===== config.mk =====
export PLATFORM = sky130hd
export DESIGN_NAME = mips_multicycle_control
export DESIGN_NICKNAME = d
export VERILOG_FILES = /design/src/rtl/mips_multicycle_control_pkg.sv /design/src/rtl/alu_decoder.sv /design/src/rtl/mips_multicycle_control.sv
export SDC_FILE = /design/constraint.sdc
export NUM_CORES = 1
export LEC_CHECK = 0
export CORE_MARGIN = 3
export CORE_UTILIZATION = 46
export DETAILED_ROUTE_END_ITERATION = 8
export HOLD_SLACK_MARGIN = 0.05
export PLACE_DENSITY = 0.84
export SLEW_MARGIN = 20
export SYNTH_ARGS = -nofsm -noshare
export SYNTH_HDL_FRONTEND = slang
export SYNTH_SLANG_ARGS = --single-unit

===== constraint.sdc =====
create_clock -name clk -period 6.04 [get_ports clk]
set_input_delay 1.51 -clock clk [delete_from_list [all_inputs] [get_ports clk]]
set_output_delay 1.51 -clock clk [all_outputs]
set_load 0.1 [all_outputs]

===== src/rtl/mips_multicycle_control_pkg.sv =====
// Shared definitions for the multicycle MIPS controller: state encodings,
// opcode/funct constants, ALU operation codes and the per-state Moore outputs.
package mips_multicycle_control_pkg;

  typedef enum logic [3:0] {
    S_FETCH    = 4'd0,
    S_DECODE   = 4'd1,
    S_MEMADR   = 4'd2,
    S_MEMREAD  = 4'd3,
    S_MEMWB    = 4'd4,
    S_MEMWRITE = 4'd5,
    S_EXECUTE  = 4'd6,
    S_ALUWB    = 4'd7,
    S_BRANCH   = 4'd8,
    S_ADDIEX   = 4'd9,
    S_ADDIWB   = 4'd10,
    S_JUMP     = 4'd11
  } state_t;

  localparam logic [5:0] OP_RTYPE = 6'b000000;
  localparam logic [5:0] OP_LW    = 6'b100011;
  localparam logic [5:0] OP_SW    = 6'b101011;
  localparam logic [5:0] OP_BEQ   = 6'b000100;
  localparam logic [5:0] OP_ADDI  = 6'b001000;
  localparam logic [5:0] OP_J     = 6'b000010;

  localparam logic [5:0] FN_ADD = 6'b100000;
  localparam logic [5:0] FN_SUB = 6'b100010;
  localparam logic [5:0] FN_AND = 6'b100100;
  localparam logic [5:0] FN_OR  = 6'b100101;
  localparam logic [5:0] FN_SLT = 6'b101010;

  // Also consumed by the datapath ALU, so these codes must stay in sync with it.
  localparam logic [2:0] ALU_ADD = 3'b010;
  localparam logic [2:0] ALU_SUB = 3'b110;
  localparam logic [2:0] ALU_AND = 3'b000;
  localparam logic [2:0] ALU_OR  = 3'b001;
  localparam logic [2:0] ALU_SLT = 3'b111;

  typedef struct packed {
    logic [2:0] alucontrol;
    logic       alusrca;
    logic [1:0] alusrcb;
    logic [1:0] pcsrc;
    logic       iord;
    logic       memwrite;
    logic       regwrite;
    logic       regdst;
    logic       memtoreg;
  } ctrl_t;

  function automatic ctrl_t moore_outputs(input state_t s);
    ctrl_t c;
    c = '0;
    c.alucontrol = ALU_ADD;
    case (s)
      S_FETCH:    c.alusrcb = 2'b01;
      S_DECODE:   c.alusrcb = 2'b11;
      S_MEMADR:   begin c.alusrca = 1'b1; c.alusrcb = 2'b10; end
      S_MEMREAD:  c.iord = 1'b1;
      S_MEMWRITE: begin c.iord = 1'b1; c.memwrite = 1'b1; end
      S_MEMWB:    begin c.memtoreg = 1'b1; c.regwrite = 1'b1; end
      S_EXECUTE:  c.alusrca = 1'b1;
      S_ALUWB:    begin c.regdst = 1'b1; c.regwrite = 1'b1; end
      S_BRANCH:   begin c.alusrca = 1'b1; c.alucontrol = ALU_SUB; c.pcsrc = 2'b01; end
      S_ADDIEX:   begin c.alusrca = 1'b1; c.alusrcb = 2'b10; end
      S_ADDIWB:   c.regwrite = 1'b1;
      S_JUMP:     c.pcsrc = 2'b10;
      default:    c.alusrcb = 2'b01;
    endcase
    return c;
  endfunction

endpackage


===== src/rtl/alu_decoder.sv =====
// Combinational R-type funct decoder: ALU operation plus a legality flag.
module alu_decoder
  import mips_multicycle_control_pkg::*;
(
  input  logic [5:0] funct,
  output logic [2:0] alucontrol,
  output logic       legal
);

  always_comb begin
    alucontrol = ALU_ADD;
    legal      = 1'b1;
    case (funct)
      FN_ADD:  alucontrol = ALU_ADD;
      FN_SUB:  alucontrol = ALU_SUB;
      FN_AND:  alucontrol = ALU_AND;
      FN_OR:   alucontrol = ALU_OR;
      FN_SLT:  alucontrol = ALU_SLT;
      default: legal      = 1'b0;
    endcase
  end

endmodule


===== src/rtl/mips_multicycle_control.sv =====
// Multicycle MIPS control FSM: Moore outputs registered alongside the state,
// with handshake-gated enables and the illegal-op pulse decoded combinationally.
module mips_multicycle_control
  import mips_multicycle_control_pkg::*;
#(
  parameter int unsigned ADDI_EN = 1
) (
  input  logic       clk,
  input  logic       reset,
  input  logic [5:0] op,
  input  logic [5:0] funct,
  input  logic       zero,
  input  logic       mem_ready,
  output logic [2:0] alucontrol,
  output logic       alusrca,
  output logic [1:0] alusrcb,
  output logic       iord,
  output logic       memwrite,
  output logic       irwrite,
  output logic       regwrite,
  output logic       regdst,
  output logic       memtoreg,
  output logic       pcen,
  output logic [1:0] pcsrc,
  output logic       illegal_op,
  output logic [3:0] state
);

  state_t     cur, nxt;
  ctrl_t      ctrl;
  logic       is_lw;
  logic       decode_ok;
  logic [2:0] dec_alu;
  logic       dec_legal;

  alu_decoder u_alu_decoder (
    .funct      (funct),
    .alucontrol (dec_alu),
    .legal      (dec_legal)
  );

  always_comb begin
    nxt       = S_FETCH;
    decode_ok = 1'b1;
    case (cur)
      S_FETCH:    nxt = mem_ready ? S_DECODE : S_FETCH;
      S_DECODE: begin
        case (op)
          OP_LW, OP_SW: nxt = S_MEMADR;
          OP_RTYPE: if (dec_legal) nxt = S_EXECUTE; else decode_ok = 1'b0;
          OP_BEQ:   nxt = S_BRANCH;
          OP_ADDI:  if (ADDI_EN != 0) nxt = S_ADDIEX; else decode_ok = 1'b0;
          OP_J:     nxt = S_JUMP;
          default:  decode_ok = 1'b0;
        endcase
      end
      // op is not looked at here; the lw/sw choice was captured in DECODE.
      S_MEMADR:   nxt = is_lw ? S_MEMREAD : S_MEMWRITE;
      S_MEMREAD:  nxt = mem_ready ? S_MEMWB : S_MEMREAD;
      S_MEMWRITE: nxt = mem_ready ? S_FETCH : S_MEMWRITE;
      S_EXECUTE:  nxt = S_ALUWB;
      S_ADDIEX:   nxt = S_ADDIWB;
      default:    nxt = S_FETCH;
    endcase
  end

  always_ff @(posedge clk or posedge reset) begin
    if (reset) begin
      cur   <= S_FETCH;
      ctrl  <= moore_outputs(S_FETCH);
      is_lw <= 1'b0;
    end else begin
      cur  <= nxt;
      ctrl <= moore_outputs(nxt);
      if (cur == S_DECODE) is_lw <= (op == OP_LW);
    end
  end

  assign state      = cur;
  assign alucontrol = (cur == S_EXECUTE) ? dec_alu : ctrl.alucontrol;
  assign alusrca    = ctrl.alusrca;
  assign alusrcb    = ctrl.alusrcb;
  assign pcsrc      = ctrl.pcsrc;
  assign iord       = ctrl.iord;
  assign memwrite   = ctrl.memwrite;
  assign regwrite   = ctrl.regwrite;
  assign regdst     = ctrl.regdst;
  assign memtoreg   = ctrl.memtoreg;

  // Input-dependent enables are masked by reset so they cannot fire while held.
  assign irwrite    = ~reset & (cur == S_FETCH) & mem_ready;
  assign pcen       = ~reset & (((cur == S_FETCH) & mem_ready) |
                                ((cur == S_BRANCH) & zero) |
                                (cur == S_JUMP));
  assign illegal_op = ~reset & ~decode_ok;

endmodule


-- Yosys cells after proc, flatten, opt, wreduce, memory -nomap -nowiden
Cells that the tools add are included.
- output and inout port bits: 20
- register bits: 18
- bits of input ports: 16
- muxes and demuxes: 22
- bitwise gates (word level): 10
- reductions and logical operators: 10
- equal/unequal tests: 29
- operators with widths (kind ; count):
    $eq 6x6->1 const B ; 7
    $eq 4x4->1 const B ; 7
    $pmux 4 s7 ; 1
    $eq 4x3->1 const B ; 6
    $pmux 4 s5 ; 1
    $mux 3 ; 6
    $eq 4x2->1 const B ; 4
    $pmux 3 s4 ; 1
    $mux 1 ; 10
    $reduce_or 5->1 ; 2
    $eq 4x1->1 const B ; 2
    $reduce_or 8->1 ; 1
    $and 1x1->1 ; 6
    $eq 6x2->1 const B ; 1
    $eq 6x3->1 const B ; 1
    $eq 6x4->1 const B ; 1
    $logic_not 6->1 ; 1
    $pmux 2 s3 ; 1
    $reduce_or 2->1 ; 3
    $logic_not 4->1 ; 1
    $pmux 2 s2 ; 1
    $reduce_or 4->1 ; 1
    $reduce_or 3->1 ; 1
    $not 1->1 ; 2
    2 further kinds ; 3

-- Logic depth before layout (Yosys ltp)
Gate-level depths: netlist of run 1.
- depth after elaboration: 9
- mapped depth: 6
- gate-level depth less buffers: 5

-- Hierarchy
From an unflattened synthesis of run 1, not the netlist that was laid out.
- cell total of the unflattened synthesis: 102
- area, all modules: 977.2 sq um
- modules (own cells, without submodules) (module ; times used ; seq. area each (sq um) ; area each (sq um) ; cells an instance):
    mips_multicycle_control ; 1 ; 376.6 ; 890.9 ; 93
    alu_decoder ; 1 ; 0.0 ; 86.3 ; 9

-- Worst setup path after synthesis of run 1
No wires, ideal clock.
- kind: input to output
- start: input port funct[2]
- end: output port illegal_op
- arrival: 4.742 ns
- path buffers: 0
- path slack: -0.212 ns
- required time: 4.530 ns
- stages on the path: 4
- path through: mux2_2 > a211o_1 > o31ai_1 > nor4_1
- longest elaborated chain between the ends: 8
- elaborated cells on any way between the ends: 12
- RTL lines (what ; line ; source):
    from (decl) ; mips_multicycle_control.sv:11 ; input logic [5:0] funct,
    $eq 6x6->1 ; alu_decoder.sv:13 ; case (funct)
    $reduce_or 5->1 (no line) * ; n/a ;
    $mux 1 * ; alu_decoder.sv:13 ;
    $mux 1 * ; mips_multicycle_control.sv:50 ; OP_RTYPE: if (dec_legal) nxt = S_EXECUTE; else decode_ok = 1'b0;
    $pmux 1 s2 * ; mips_multicycle_control.sv:48 ; case (op)
    $mux 1 * ; mips_multicycle_control.sv:45 ; case (cur)
    $not 1->1 * ; mips_multicycle_control.sv:95 ; assign illegal_op = ~reset & ~decode_ok;
    $and 1x1->1 * ; mips_multicycle_control.sv:95 ;
    to (decl) ; mips_multicycle_control.sv:25 ; output logic illegal_op,
Mark *: on every way between the ends. The rest lies on a longest branch, timed or not.

-- Worst setup path in the final report of run 1
- start: input port mem_ready
- end: output port irwrite
- longest elaborated chain between the ends: 1
- RTL lines (what ; line ; source):
    from (decl) ; mips_multicycle_control.sv:13 ; input logic mem_ready,
    $and 1x1->1 ; mips_multicycle_control.sv:91 ; assign irwrite = ~reset & (cur == S_FETCH) & mem_ready;
    to (decl) ; mips_multicycle_control.sv:19 ; output logic irwrite,
Every way passes these cells.

==> summary.txt, run 1 <==
Status -> finished clean
Top-area cell type share of the netlist area -> 37.69%
Synth Cell Area -> 929.6 um2
CP peak stage delay -> 0.69 ns
DRT iter0 DRCs -> 23
Worst path slowest cell -> clkdlybuf4s50_1
Die X -> 50.96 um
Syn Nets -> 120
Pint -> 0.1606 mW
Setup TNS -> 0 ns
Routed len/inst -> 14.36 um
Hold-fix buffers at CTS -> 0
Die area -> 2596 um2
LEAKAGE -> 0.5564 nW
Vias/cell -> 5.864
Main synth FF type -> dfrtp_1
Gr usage total -> 20.45%
Clock Power Share -> 21.5%
RSZ-0062 raised after global routing -> no
Rel. slew slack -> 34.54%
Post-synthesis register bit count -> 15
Sequential share of the synthesized area -> 40.51%
GRT overflow -> 0
Ratio of cells with drive above 1 in the final layout -> 13.14%
CTS clk-pin slew, worst paths -> 0.10 ns
Combinational power share -> 37.7%
Final Skew -> 0.009789 ns
I/O pins -> 36
DIE HEIGHT -> 50.96 um
EDFF count, synth -> 0
Worst setup EP type -> primary output
CTS tree -> built
Wire length of the first global-routing pass -> 3.995 mm
CP Depth -> 4
H-tree levels -> 1
Worst-path cell chain -> clkdlybuf4s50_1 -> or4b_2 -> nor3_1 -> buf_4
Vias -> 950
Top post-synthesis cells by area -> dfrtp_1 38%, nor3_1 4.3%, nand2b_1 4.0%, dfstp_2 2.8%, inv_1 2.8%
Drt pass-1 iters -> 4
Buffers on Ports -> 35
DRC -> 0
Peak supply drop -> 0.0001393 V
Setup Fix Bufs, Post-CTS -> 0
Min Tclk post-route -> 4.829 ns
Antenna-violating nets left -> 0
Buffer and inverter count on the worst path -> 2
Reg2reg end -> memwrite
Core Area -> 1821 um2
Net Sw Frac -> 41.59%
Final nets -> 154
CTS Buf Count -> 3
Critical Setup Path Class -> primary input to primary output
Clock Path Buffers -> 2
Final Util -> 71.68%
Hold crit path type -> flip-flop to flip-flop
Setup crit end -> irwrite
Reg2Reg Depth -> 5
Synth async-reset ratio -> 100.0%
Final hold vios -> 0
Top cell type by total area after synthesis -> dfrtp_1
Max Cap Viol -> 0
Initial Util -> 51.07%
Initial antenna violation count -> 0
R2R Setup Slk -> 3.75 ns
Psw -> 0.1144 mW
WL final -> 2.326 mm
Fin. max-slew vios -> 0
Vias in the first global route -> 931
Syn Area/Cell -> 8.939 um2
Row cnt -> 15
Diode count -> 0
Crit-path leading delay family -> buffers and inverters
# clock sinks -> 15
Area Overhead vs Synth -> 40.38%
DPL Wire Length -> 1.809 mm
Worst Max-Slew Pin Slew -> 0.9788 ns
Cells after synthesis -> 104
Period utilization -> 79.95%
Crit path launch -> mem_ready
Synthesis Warnings -> 0
CP Max Fanout -> 11
Clk root buf -> clkbuf_4
Final Wtd Congestion -> 0.8776
R2R Path Start -> state[2]
Distinct cells, synth -> 41
Critical path startpoint category -> primary input
# setup viols final -> 0
Arrival time at the worst endpoint -> 3.32 ns
Crit path required time -> 4.53 ns
Achievable Freq -> 207.1 MHz
Pwr Density -> 210.7 nW/um2
Pin count of the biggest net entering global routing -> 17
Post-cts sizing count -> 0
Part of the power in registers -> 40.9%
Skew-Pair Late Insertion Delay -> 0.29 ns
## how the worst min path moves through the flow
| stage | from | end | slack, ns | cells past startpoint |
|---|---|---|---|---|
| after floorplan | is_lw | is_lw | 0.46 | 2 |
| after global placement | is_lw | is_lw | 0.48 | 2 |
| after detailed placement | is_lw | is_lw | 0.49 | 2 |
| after CTS | is_lw | is_lw | 0.52 | 2 |
| after global routing | is_lw | is_lw | 0.58 | 2 |
| final | is_lw | is_lw | 0.54 | 2 |
## synthesized netlist by cell type, drive strengths merged (3+ instances only)
cell type	number
clkbuf	4
dfrtp	14
inv	7
nand2	5
nand2b	7
nand3	3
nand3b	3
nor2	7
nor3	8
nor4	3
o21ai	3
## worst register-to-register path: stages (launching register included)
cell and delay [ns]:
dfrtp_1 0.52, nand2b_2 0.28, or3_1 0.44, or4_4 0.57, a211oi_2 0.26, and2_1 0.15
## layout by cell type (no fill, tap or decap), drive strengths merged, types with 3 or more instances in the layout
cell type / synthesis / final
dfrtp: 14 / 14
clkdlybuf4s50: 0 / 29
nand2b: 7 / 7
nand2: 5 / 5
buf: 2 / 6
nand3b: 3 / 3
nor4: 3 / 3
nand3: 3 / 3
nor3: 8 / 8
nor2: 7 / 7
clkbuf: 4 / 3
o21ai: 3 / 3
inv: 7 / 7
## through the flow
stage               area, um2  total power [mW]  hold WS (ns)  cells  setup WS [ns]
floorplan               935.9            0.1880        0.4638    104         0.1386
global placement         1277            0.2154        0.4830    158          1.286
detailed placement       1277            0.2176        0.4857    158          1.232
CTS                      1305            0.2755        0.5245    162          1.232
global route             1305            0.2882        0.5824    162          1.155
finish                   1305            0.2750        0.5357    162          1.211
## area by class of cell
cell class	count	area, um2
timing repair buffer	35	335.3
fill	157	515.5
inverter	7	26.28
multi-input combinational	76	508.0
clock buffer	3	22.52
clock inverter	1	5.005
tap	25	31.28
sequential	15	376.6
## registers in the layout, summed over array words and instances (netlist names)
register	count
alusrca	1
pcsrc	2
state	4
regdst	1
alusrcb	2
memtoreg	1
memwrite	1
regwrite	1
iord	1
is_lw	1
## power groups by stage
| stage | Clock (mW) | Sequential [mW] | Combinational, mW |
|---|---|---|---|
| after floorplan | 0 | 0.143 | 0.0453 |
| after global placement | 0 | 0.114 | 0.102 |
| after detailed placement | 0 | 0.114 | 0.103 |
| after CTS | 0.0596 | 0.112 | 0.104 |
| after global routing | 0.0660 | 0.113 | 0.109 |
| final | 0.0590 | 0.112 | 0.104 |
## cells by family after synthesis
group                  share of synthesized area [%]
AO/OA/AOI/OAI                                  20.32
AND/OR/NAND/NOR                                29.48
XOR/XNOR                                       1.885
multiplexers                                   2.288
flip-flops                                     40.51
buffers and inverters                          5.518
## metal layers
layer	wire length, um	global-route usage, %	vias to the layer above
met5	0	0	-
met3	188	3.790	4
met2	1225	37.98	55
li1	-	-	450
met1	880	22.41	441
met4	32	8.520	0
Note: power is estimated with default switching activity, not from simulation.
==> inputs of run 2 (changes only) <==
CORE_UTILIZATION = 43   (was 46)
PLACE_DENSITY = 0.79   (was 0.84)
clock period = 5 ns   (was 6.04 ns; I/O delays follow)
==> run 2 against run 1 <==
Clock skew is 0.00057 ns lower. Sequential share of layout area is 0.54 points lower. First-iteration DRC count up 17%. Total power grew 22%. Worst hold slack worse by 0.017 ns. Design area grew 1.9%. Critical endpoint is now illegal_op. Highest routed layer unchanged.
==> summary.txt, run 2 (synthesis gave the netlist of run 1 again) <==
Status -> finished clean
Die area -> 2756 um2 (+6.1%)
Met2 usage -> 31.20% (-6.8 points)
Hold-fix buffers at CTS -> 0 (unchanged)
Initial antenna violation count -> 0 (unchanged)
Met3 usage -> 3.134% (-0.66 points)
Critical Setup Path Class -> primary input to primary output
Global-route track usage on met1 -> 21.00% (-1.4 points)
WL final -> 2.279 mm (-2.0%)
Critical path startpoint category -> primary input
Area Overhead vs Synth -> 43.07%
Crit path required time -> 3.75 ns (-0.78 ns)
Max FFs per register -> 4 (unchanged)
LEAKAGE -> 0.5646 nW (+1.5%)
Rel. slew slack -> 34.79% (+0.25 points)
Final Skew -> 0.009214 ns (-0.0005747 ns)
Die X -> 52.50 um (+3.0%)
Setup Fix Bufs, Post-CTS -> 0 (unchanged)
DPL Wire Length -> 1.779 mm (-1.7%)
Fin. max-slew vios -> 0 (unchanged)
Final nets -> 154 (unchanged)
Row cnt -> 16 (+1)
Final instance area -> 1330 um2 (+1.9%)
Max Cap Viol -> 0 (unchanged)
# clock sinks -> 15 (unchanged)
# setup viols final -> 0 (unchanged)
GRT overflow -> 0 (unchanged)
Pin count of the biggest net entering global routing -> 17 (unchanged)
I/O pins -> 36 (unchanged)
Psw -> 0.1392 mW (+22%)
H-tree levels -> 1 (unchanged)
Clock Path Buffers -> 2 (unchanged)
Achievable Freq -> 232.1 MHz
Antenna-violating nets left -> 0 (unchanged)
Initial Util -> 46.44% (-4.6 points)
Setup TNS -> 0 ns (unchanged)
Buffers on Ports -> 35 (unchanged)
Post-cts sizing count -> 0 (unchanged)
Routed len/inst -> 13.90 um (-3.2%)
Vias -> 927 (-2.4%)
Ratio of cells with drive above 1 in the final layout -> 14.60% (+1.5 points)
Area after DPL -> 1303 um2 (+2.0%)
Pwr Density -> 252.1 nW/um2 (+20%)
Skew-Pair Late Insertion Delay -> 0.29 ns (about the same)
Vias in the first global route -> 846 (-9.1%)
Final Util -> 66.44% (-5.2 points)
Final hold vios -> 0 (unchanged)
GRT Max-Usage Layer -> met2
Vias/cell -> 5.652 (-3.6%)
Hold crit path type -> flip-flop to flip-flop
Layout fillers -> 156 (-0.64%)
Diode count -> 0 (unchanged)
CTS clk-pin slew, worst paths -> 0.10 ns (about the same)
CP Max Fanout -> 3 (-8)
Clk root buf -> clkbuf_4
Net Sw Frac -> 41.52% (-0.075 points)
Clock Power Share -> 21.4% (about the same)
CTS tree -> built
Worst setup EP type -> primary output
Min Tclk post-route -> 4.308 ns
Register area -> 376.6 um2 (unchanged)
Drt pass-1 iters -> 4 (unchanged)
Worst Max-Slew Pin Slew -> 0.9751 ns (-0.003692 ns)
Core Area -> 2002 um2 (+10%)
Final Power -> 0.3353 mW (+22%)
DRC -> 0 (unchanged)
Gr usage total -> 17.44% (-3.0 points)
Area of the multi-input gates -> 518.0 um2 (+2.0%)
RSZ-0062 raised after global routing -> no
WHS Path Cells -> 2 (unchanged)
Part of the power in registers -> 40.5% (-0.4 points)
CTS Buf Count -> 3 (unchanged)
Most common cell after layout, fill and taps aside -> clkdlybuf4s50_1
Peak supply drop -> 0.0001992 V (+43%)
DRT iter0 DRCs -> 27 (+17%)
Period utilization -> 86.15%
Commonest non-fill, non-tap cells in the layout -> 29 x clkdlybuf4s50_1, 14 x dfrtp_1, 7 x inv_1, 7 x nor2_1
Combinational power share -> 38.1% (+0.4 points)
Pint -> 0.1961 mW (+22%)
Wire length of the first global-routing pass -> 3.608 mm (-9.7%)
Reg2Reg Depth -> 5 (unchanged)
Hold slack -> 0.5185 ns (-0.01723 ns)
DIE HEIGHT -> 52.50 um (+3.0%)
Final Wtd Congestion -> 0.8115 (-7.5%)
Arrival time at the worst endpoint -> 3.06 ns (-0.26 ns)
==> run 2: cell type report <==
class                      count  area share (%)
clock buffer                   3           1.693
multi-input combinational     76           38.95
tap                           27           2.540
timing repair buffer          35           26.15
clock inverter                 1          0.3763
sequential                    15           28.32
inverter                       7           1.976
==> run 2: worst paths after layout <==
| kind | slack, ns | startpoint | end |
|---|---|---|---|
| min in group asynchronous | 1.46 | reset | state[0] |
| max in group asynchronous | 3.15 | reset | alusrca |
| worst min register to register | 0.52 | is_lw | is_lw |
| worst min-delay path | 0.52 | is_lw | is_lw |
| worst max register to register | 2.71 | state[2] | iord |
| worst max-delay path | 0.69 | funct[2] | illegal_op |
==> run 2: worst max-delay path, cell delays in order <==
cell and delay [ns]:
clkdlybuf4s50_1 0.51, mux2_2 0.34, a211o_1 0.28, o31ai_1 0.37, nor4_2 0.06, buf_4 0.24
==> run 2: power groups by stage <==
| stage | Sequential (mW) | Combinational [mW] | Clock, mW |
|---|---|---|---|
| global route | 0.138 | 0.134 | 0.0787 |
| finish | 0.136 | 0.128 | 0.0718 |
| floorplan | 0.172 | 0.0556 | 0 |
| detailed placement | 0.138 | 0.127 | 0 |
| CTS | 0.136 | 0.128 | 0.0754 |
| global placement | 0.138 | 0.126 | 0 |
==> run 2: per-stage QoR <==
| stage | instances | worst slack (ns) |
|---|---|---|
| 2_1_floorplan | 104 | 0.02407 |
| 3_3_place_gp | 160 | 0.7579 |
| 3_5_place_dp | 160 | 0.7020 |
| 4_1_cts | 164 | 0.6997 |
| 5_1_grt | 164 | 0.6000 |
| 6_report | 164 | 0.6923 |
==> run 2: metal layers <==
metal	wire length, um	vias up	part of all wire (%)
li1	-	451	-
met1	930	436	41
met2	1166	38	51
met3	160	2	7.0
met4	22	0	0.97
met5	0	-	0
==> inputs of run 3 (changes only) <==
HOLD_SLACK_MARGIN = unset   (was 0.05)
==> results of run 3 <==
Same layout as run 2: the final DEF is identical, and so are final timing and power.
